--- src/rtl/pipe_cska_adder.sv ---
// pipe_cska_adder: pipelined carry-skip adder/subtractor with valid/ready flow control.
// Each stage resolves WIDTH/STAGES bits and passes the carry and remaining operand bits forward.
module pipe_cska_adder #(
  parameter int WIDTH  = 32,
  parameter int BLK    = 4,
  parameter int STAGES = 2
) (
  input  logic             clk,
  input  logic             rst_n,
  input  logic             in_valid,
  output logic             in_ready,
  input  logic [WIDTH-1:0] a,
  input  logic [WIDTH-1:0] b,
  input  logic             c,
  input  logic             sub,
  output logic             out_valid,
  input  logic             out_ready,
  output logic [WIDTH:0]   s,
  output logic             ovf
);
  localparam int SW = WIDTH / STAGES;
  localparam int L  = STAGES - 1;
  logic [STAGES-1:0] v_q, v_d, adv, ld;
  logic [STAGES:0]   rdy;
  logic              ovf_q, ovf_d;
  // Ready ripples back from the output so a full pipe can accept while it drains.
  always_comb begin
    rdy = '0;
    adv = '0;
    ld = '0;
    rdy[STAGES] = out_ready;
    for (int k = L; k >= 0; k--) begin
      adv[k] = v_q[k] & rdy[k+1];
      rdy[k] = ~v_q[k] | adv[k];
    end
    ld[0] = in_valid & in_ready;
    for (int k = 1; k < STAGES; k++) ld[k] = adv[k-1];
    v_d = ld | (v_q & ~adv);
  end
  assign in_ready = rst_n & rdy[0];
  for (genvar g = 0; g < STAGES; g++) begin : st
    localparam int R = WIDTH - g * SW;
    logic [R-1:0]          ah, bh;
    logic [SW-1:0]         sc;
    logic [(g+1)*SW-1:0]   s_d, s_q;
    logic                  ci, c_d, c_q, rc, pb;
    if (g == 0) begin : src
      assign ah  = a;
      assign bh  = sub ? ~b : b;
      assign ci  = sub ? ~c : c;
      assign s_d = sc;
    end else begin : src
      assign ah  = st[g-1].nx.ah_q;
      assign bh  = st[g-1].nx.bh_q;
      assign ci  = st[g-1].c_q;
      assign s_d = {sc, st[g-1].s_q};
    end
    always_comb begin
      c_d = ci;
      sc = '0;
      rc = 1'b0;
      pb = 1'b0;
      for (int j = 0; j < SW; j += BLK) begin
        rc = c_d;
        pb = 1'b1;
        for (int i = j; i < j + BLK; i++) begin
          sc[i] = ah[i] ^ bh[i] ^ rc;
          rc = (ah[i] & bh[i]) | ((ah[i] ^ bh[i]) & rc);
          pb = pb & (ah[i] ^ bh[i]);
        end
        c_d = pb ? c_d : rc;
      end
    end
    always_ff @(posedge clk or negedge rst_n)
      if (!rst_n) begin
        s_q <= '0;
        c_q <= 1'b0;
      end else if (ld[g]) begin
        s_q <= s_d;
        c_q <= c_d;
      end
    if (g < L) begin : nx
      logic [R-SW-1:0] ah_q, bh_q;
      always_ff @(posedge clk or negedge rst_n)
        if (!rst_n) begin
          ah_q <= '0;
          bh_q <= '0;
        end else if (ld[g]) begin
          ah_q <= ah[R-1:SW];
          bh_q <= bh[R-1:SW];
        end
    end
  end
  assign ovf_d = (st[L].ah[SW-1] == st[L].bh[SW-1]) & (st[L].sc[SW-1] != st[L].ah[SW-1]);
  always_ff @(posedge clk or negedge rst_n)
    if (!rst_n) begin
      v_q   <= '0;
      ovf_q <= 1'b0;
    end else begin
      v_q <= v_d;
      if (ld[L]) ovf_q <= ovf_d;
    end
  assign out_valid = v_q[L];
  assign s         = {st[L].c_q, st[L].s_q};
  assign ovf       = ovf_q;
endmodule

--- config.mk ---
export PLATFORM = sky130hd
export DESIGN_NAME = pipe_cska_adder
export DESIGN_NICKNAME = d
export VERILOG_FILES = /design/src/rtl/pipe_cska_adder.sv
export SDC_FILE = /design/constraint.sdc
export NUM_CORES = 1
export LEC_CHECK = 0
export CAP_MARGIN = 40
export CORE_UTILIZATION = 30
export DETAILED_ROUTE_END_ITERATION = 16
export DONT_BUFFER_PORTS = 1
export PLACE_DENSITY_LB_ADDON = 0.3
export SLEW_MARGIN = 0
export SYNTH_ARGS = -nofsm -noshare
export SYNTH_HDL_FRONTEND = slang
export SYNTH_SLANG_ARGS = --single-unit
--- constraint.sdc ---
create_clock -name clk -period 8.3 [get_ports clk]
set_input_delay 1.66 -clock clk [delete_from_list [all_inputs] [get_ports clk]]
set_output_delay 1.66 -clock clk [all_outputs]
set_load 0.005 [all_outputs]
==> results of run 1 <==
## layout make-up
type / count / area, sq um
timing repair buffer: 8 / 87.6
inverter: 40 / 150
clock inverter: 3 / 43.8
sequential: 85 / 2130
multi-input combinational: 280 / 2460
tap: 211 / 264
clock buffer: 12 / 267
fill: 1545 / 9970
## sequential cells by signal (all words and copies together), names as in the netlist
signal and cells:
st.s_q 48, st.nx.ah_q 16, st.nx.bh_q 16, st.c_q 2, v_q 2, ovf 1
## synthesized netlist by cell type
cell,count,area [sq um]
nand2_1,87,327
dfrtp_1,85,2130
inv_1,40,150
o21ai_1,37,185
fa_1,32,641
ha_1,32,400
mux2_1,30,338
xor2_1,19,166
xnor2_1,14,123
buf_2,12,60.1
nand4_1,8,50.1
a21oi_1,4,20.0
buf_4,4,30.0
clkbuf_1,3,11.3
nand2b_1,2,12.5
nand3b_1,2,15.0
a21oi_2,1,8.76
a22o_1,1,8.76
and2_1,1,6.26
and3_1,1,6.26
buf_1,1,3.75
mux2_2,1,11.3
mux2i_4,1,22.5
nand3_1,1,5.00
nor2_1,1,3.75
o21a_1,1,7.51
o221ai_2,1,15.0
o31ai_1,1,7.51
or2_1,1,6.26
xnor2_2,1,16.3
## worst reg2reg max path: cells and delay by family (launching register included)
kind	cells	cell delay [ns]
AOI/OAI and AO/OA	2	0.27
xor gates and xnor gates	1	0.16
adders and majority gates	16	6.11
buffers and inverters	4	0.33
DFF	1	0.40
muxes	1	0.32
and+or+nand+nor	2	0.17
## per-layer routing
layer  share of wire  wire (um)  track usage  up-vias
li1                -          -            -     1337
met1            0.43       4150        0.155     1321
met2            0.47       4570        0.207       72
met3           0.076        735       0.0455       10
met4           0.019        180       0.0602        0
met5               0          0            0        -
## cells by family after synthesis
kind of cell | share of synthesized area
and+or+nand+nor | 0.0902
AOI/OAI and AO/OA | 0.0528
buffers and inverters | 0.0533
xor gates and xnor gates | 0.0638
adders and majority gates | 0.218
DFF | 0.445
muxes | 0.0777
## final timing paths
path,cells past startpoint,slack [ns],endpoint
min in group asynchronous,0,1.01,st[0].nx.ah_q[10]$_DFFE_PN0P_
hold reg to reg,2,0.47,st[0].s_q[12]$_DFFE_PN0P_
hold / removal,2,0.47,st[0].s_q[12]$_DFFE_PN0P_
max in group asynchronous,0,7.17,st[0].c_q$_DFFE_PN0P_
setup / recovery,27,0.25,st[0].s_q[15]$_DFFE_PN0P_
setup reg to reg,26,0.43,ovf$_DFFE_PN0P_
## placed cells by master (no fill, tap or decap), types with 2 or more instances in the layout
master	Yosys	layout
xor2_1	19	18
nand2_2	0	2
xnor2_1	14	14
fa_1	32	17
nand3b_1	2	2
buf_4	4	6
inv_1	40	37
nand4_1	8	8
nand2_1	87	85
mux2_1	30	30
clkbuf_16	0	9
nand2b_1	2	2
ha_1	32	32
clkbuf_8	0	3
o21ai_1	37	36
inv_2	0	3
fa_2	0	15
a21oi_1	4	4
dfrtp_1	85	85
## stage by stage
stage	setup WS [ns]	utilization	power [mW]	area (sq um)	hold slack, ns
floorplan	-0.195	-	0.853	4850	0.439
global placement	-0.0567	0.328	0.936	5040	0.459
detailed placement	-0.184	0.331	0.951	5080	0.469
CTS	0.189	0.351	1.38	5390	0.482
global route	0.0308	0.351	1.46	5400	0.497
finish	0.248	0.351	1.35	5400	0.474
## report_power, final
group,total [mW],internal (mW),switching (mW)
Clock,0.418,0.256,0.161
Combinational,0.283,0.145,0.138
Sequential,0.647,0.543,0.104
==> flow_metrics.env, run 1 <==
export IMPL_post_cts_resized=0
export IMPL_placedCellCount=624
export IMPL_fin_setup_tns_ns=0
export IMPL_cts_buffers=9
export IMPL_syn_cell_area_sq_um=4780
export IMPL_tightest_slew_ns=0.780
export IMPL_p_leak_nw=2.55
export IMPL_relSlewSlack=0.480
export IMPL_vias_per_cell=4.29
export IMPL_ys_seq_area_frac=0.445
export IMPL_wl_um=9630
export IMPL_status="complete, no violations"
export IMPL_syn_to_final_growth_pct=12.9
export IMPL_start_kind="primary input"
export IMPL_reg2reg_from="st[0].c_q$_DFFE_PN0P_"
export IMPL_floorplan_initialDensity=0.311
export IMPL_cts_buffer_depth=2
export IMPL_drc_errors=0
export IMPL_core_area_sq_um=15400
export IMPL_ir_drop_v=0.0000970
export IMPL_cp_max_fo=2
export IMPL_crit_required_ns=8.53
export IMPL_cpMaxStageDelayCell="fa_2"
export IMPL_hold_viol_final=0
export IMPL_portBuffers=0
export IMPL_skew_ns=0.00565
export IMPL_vias=2740
export IMPL_powerDensity_nw_per_um2=250
export IMPL_grt_pass1_wl_um=15800
export IMPL_syn_avg_cell_area_sq_um=11.3
export IMPL_rows=45
export IMPL_rsz0062_at_grt="no"
export IMPL_startpoint="b[0]"
export IMPL_hold_start="st[0].s_q[12]$_DFFE_PN0P_"
export IMPL_syn_num_nets=559
export IMPL_cts_setup_buffers=0
export IMPL_global_route_usage_total=0.129
export IMPL_cts_tree="yes"
export IMPL_ctsHoldBuffers=0
export IMPL_clk_latency_ns=0.34
export IMPL_insertedDiodeCount=0
export IMPL_syn_inst=425
export IMPL_grt_remaining_overflow=0
export IMPL_clkSinkCount=85
export IMPL_min_period_over_period=0.970
export IMPL_worstPathArrival_ns=8.28
export IMPL_die_h_um=128
export IMPL_yosys_register_bits=85
export IMPL_layout_cells_non_filler=639
export IMPL_worstHoldPathType="reg2reg"
export IMPL_cts_root_buf="clkbuf_16"
export IMPL_h_tree_depth=3
export IMPL_nets=558
export IMPL_cp_top_family="adder cells"
export IMPL_worstSetupPathType="in2reg"
export IMPL_die_x_um=128
export IMPL_min_period_ns=8.05
export IMPL_crit_path_frequent_cell="fa_2"
export IMPL_hpwl_um=7120
export IMPL_endpoint_kind="register"
export IMPL_drtAntennaViolNets=0
export IMPL_boundaryPins=106
export IMPL_drtPass1Iterations=4
export IMPL_grt_pass1_vias=3001
export IMPL_place_congestion=0.736
export IMPL_clk_pin_slew_ns=0.06
export IMPL_synth_cell_types=30
export IMPL_antenna_found_initial=0
export IMPL_slew_violations=0
export IMPL_grt_max_degree=89
export IMPL_finalSetupViolations=0
export IMPL_critPathBufInv=3
export IMPL_drtIter0Drc=56
export IMPL_max_freq_mhz=124
export IMPL_cap_violations=0
export IMPL_worst_path_largest_cell_delay_ns=0.39
export IMPL_avgRoutedWirePerCell_um=15.1
export IMPL_drive_gt1_frac=0.119
export IMPL_die_area_sq_um=16500
export IMPL_ys_warn_count=0
(Power assumes the default switching activity.)
==> run 2, diff against run 1 <==
--- a/config.mk
+++ b/config.mk
@@ -6,6 +6,8 @@
 export NUM_CORES = 1
 export LEC_CHECK = 0
 export CAP_MARGIN = 40
+export CELL_PAD_IN_SITES_DETAIL_PLACEMENT = 0
+export CELL_PAD_IN_SITES_GLOBAL_PLACEMENT = 1
 export CORE_UTILIZATION = 30
 export DETAILED_ROUTE_END_ITERATION = 16
 export DONT_BUFFER_PORTS = 1
==> run 2 against run 1 <==
Non-clock buffer count unchanged. Combinational power hardly changed. Clock power up 4%. Largest power group unchanged. Die area unchanged. Largest cell class unchanged. Sequential power about the same. Clock-buffer cell count down 2.
==> flow_metrics.env, run 2 (same netlist as run 1, synthesis figures left out) <==
export IMPL_status="complete, no violations"
export IMPL_vias=2750
export IMPL_seq_power_share=0.474
export IMPL_crit_required_ns=8.53
export IMPL_worstHoldPathType="reg2reg"
export IMPL_cts_buffers=9
export IMPL_h_tree_depth=3
export IMPL_cp_top_family="adder cells"
export IMPL_core_area_sq_um=15400
export IMPL_crit_path_frequent_cell="fa_2"
export IMPL_tightest_slew_ns=0.727
export IMPL_swShare=0.302
export IMPL_global_route_usage_total=0.136
export IMPL_largest_register="st.s_q"
export IMPL_avgRoutedWirePerCell_um=15.5
export IMPL_die_x_um=128
export IMPL_drive_gt1_frac=0.119
export IMPL_largestRegisters="st.s_q: 48 flops, st.nx.ah_q: 16 flops, st.nx.bh_q: 16 flops"
export IMPL_min_period_over_period=0.964
export IMPL_final_area_sq_um=5400
export IMPL_cap_violations=0
export IMPL_clk_latency_ns=0.34
export IMPL_p_leak_nw=2.55
export IMPL_grt_pass1_vias=3222
export IMPL_portBuffers=0
export IMPL_drtAntennaViolNets=0
export IMPL_met1_usage=0.162
export IMPL_power_share_clock=0.318
export IMPL_finalSetupViolations=0
export IMPL_start_kind="primary input"
export IMPL_grt_remaining_overflow=0
export IMPL_drtIter0Drc=82
export IMPL_post_dp_cell_area_sq_um=5070
export IMPL_post_cts_resized=0
export IMPL_cts_buffer_depth=2
export IMPL_combPwrFrac=0.208
export IMPL_drc_errors=0
export IMPL_relSlewSlack=0.515
export IMPL_cp_max_fo=2
export IMPL_worst_path_largest_cell_delay_ns=0.39
export IMPL_ctsHoldBuffers=0
export IMPL_worstPathArrival_ns=8.24
export IMPL_vias_per_cell=4.30
export IMPL_cts_setup_buffers=0
export IMPL_clk_pin_slew_ns=0.06
export IMPL_fin_setup_tns_ns=0
export IMPL_die_area_sq_um=16500
export IMPL_insertedDiodeCount=0
export IMPL_max_freq_mhz=125
export IMPL_antenna_found_initial=0
export IMPL_p_int_uw=952
export IMPL_regArea_sq_um=2130
export IMPL_nets=558
export IMPL_min_period_ns=8.00
export IMPL_hold_viol_final=0
export IMPL_power_switching_uw=411
export IMPL_grt_use_met2=0.223
export IMPL_worstSetupPathType="in2reg"
export IMPL_floorplan_initialDensity=0.311
export IMPL_cts_tree="yes"
export IMPL_drtPass1Iterations=4
export IMPL_multiInputGateArea_sq_um=2460
export IMPL_clkSinkCount=85
export IMPL_critPathBufInv=3
export IMPL_globalRoute_busiestLayer="met2"
export IMPL_hpwl_um=7190
export IMPL_wl_um=9900
export IMPL_boundaryPins=106
export IMPL_largest_reg_flops=48
export IMPL_grt_use_met3=0.0476
export IMPL_ir_drop_v=0.0000948
export IMPL_rows=45
export IMPL_grt_max_degree=89
export IMPL_final_cell_mix="nand2_1, dfrtp_1, inv_1"
export IMPL_powerDensity_nw_per_um2=252
export IMPL_rsz0062_at_grt="no"
export IMPL_slew_violations=0
export IMPL_cts_root_buf="clkbuf_16"
export IMPL_grt_pass1_wl_um=16800
export IMPL_place_congestion=0.761
export IMPL_fillerInstances=1526
export IMPL_endpoint_kind="register"
export IMPL_die_h_um=128
export IMPL_cpMaxStageDelayCell="fa_2"
export IMPL_syn_to_final_growth_pct=12.8
export IMPL_skew_ns=0.00765
-- run 2: final cells by class --
class                      count  share of cell area
multi-input combinational    280               0.456
tap                          211              0.0489
timing repair buffer           8              0.0148
clock inverter                 6              0.0162
sequential                    85               0.394
clock buffer                  10              0.0424
inverter                      40              0.0278
-- run 2: worst paths after layout --
kind / endpoint / depth (start not counted) / slack (ns) / from
setup / recovery: st[0].s_q[15]$_DFFE_PN0P_ / 27 / 0.30 / b[0]
hold / removal: st[0].s_q[15]$_DFFE_PN0P_ / 2 / 0.48 / st[0].s_q[15]$_DFFE_PN0P_
setup reg to reg: ovf$_DFFE_PN0P_ / 26 / 0.51 / st[0].c_q$_DFFE_PN0P_
hold reg to reg: st[0].s_q[15]$_DFFE_PN0P_ / 2 / 0.48 / st[0].s_q[15]$_DFFE_PN0P_
max in group asynchronous: st[0].nx.bh_q[0]$_DFFE_PN0P_ / 0 / 7.08 / rst_n
min in group asynchronous: st[1].s_q[31]$_DFFE_PN0P_ / 0 / 1.01 / rst_n
-- run 2: power groups by stage --
stage	logic, mW	registers, mW	clock network (mW)
after floorplan	0.230	0.623	0
after global placement	0.280	0.656	0
after detailed placement	0.293	0.660	0
after CTS	0.295	0.653	0.449
after global routing	0.345	0.670	0.461
final	0.283	0.646	0.434
-- run 2: worst reg2reg max path: cells and delay by family (launching register included) --
kind / cells / cell delay, ns
compound gates: 2 / 0.27
fa+ha+maj: 16 / 6.09
xor+xnor: 1 / 0.16
buf+inv: 4 / 0.31
simple gates: 2 / 0.17
flops: 1 / 0.39
mux: 1 / 0.32
-- run 2: metal layers --
layer	wire [um]	vias up	part of all wire
li1	-	1342	-
met1	4250	1322	0.43
met2	4650	74	0.47
met3	836	12	0.084
met4	164	0	0.017
met5	0	-	0
-- run 2: per-stage QoR --
stage	hold slack, ns	power, mW	setup slack (ns)	cells	util
floorplan	0.439	0.853	-0.195	425	-
global placement	0.461	0.936	-0.0674	622	0.328
detailed placement	0.470	0.954	-0.140	624	0.330
CTS	0.485	1.40	0.225	640	0.351
global route	0.503	1.48	0.0134	640	0.351
finish	0.476	1.36	0.298	640	0.351
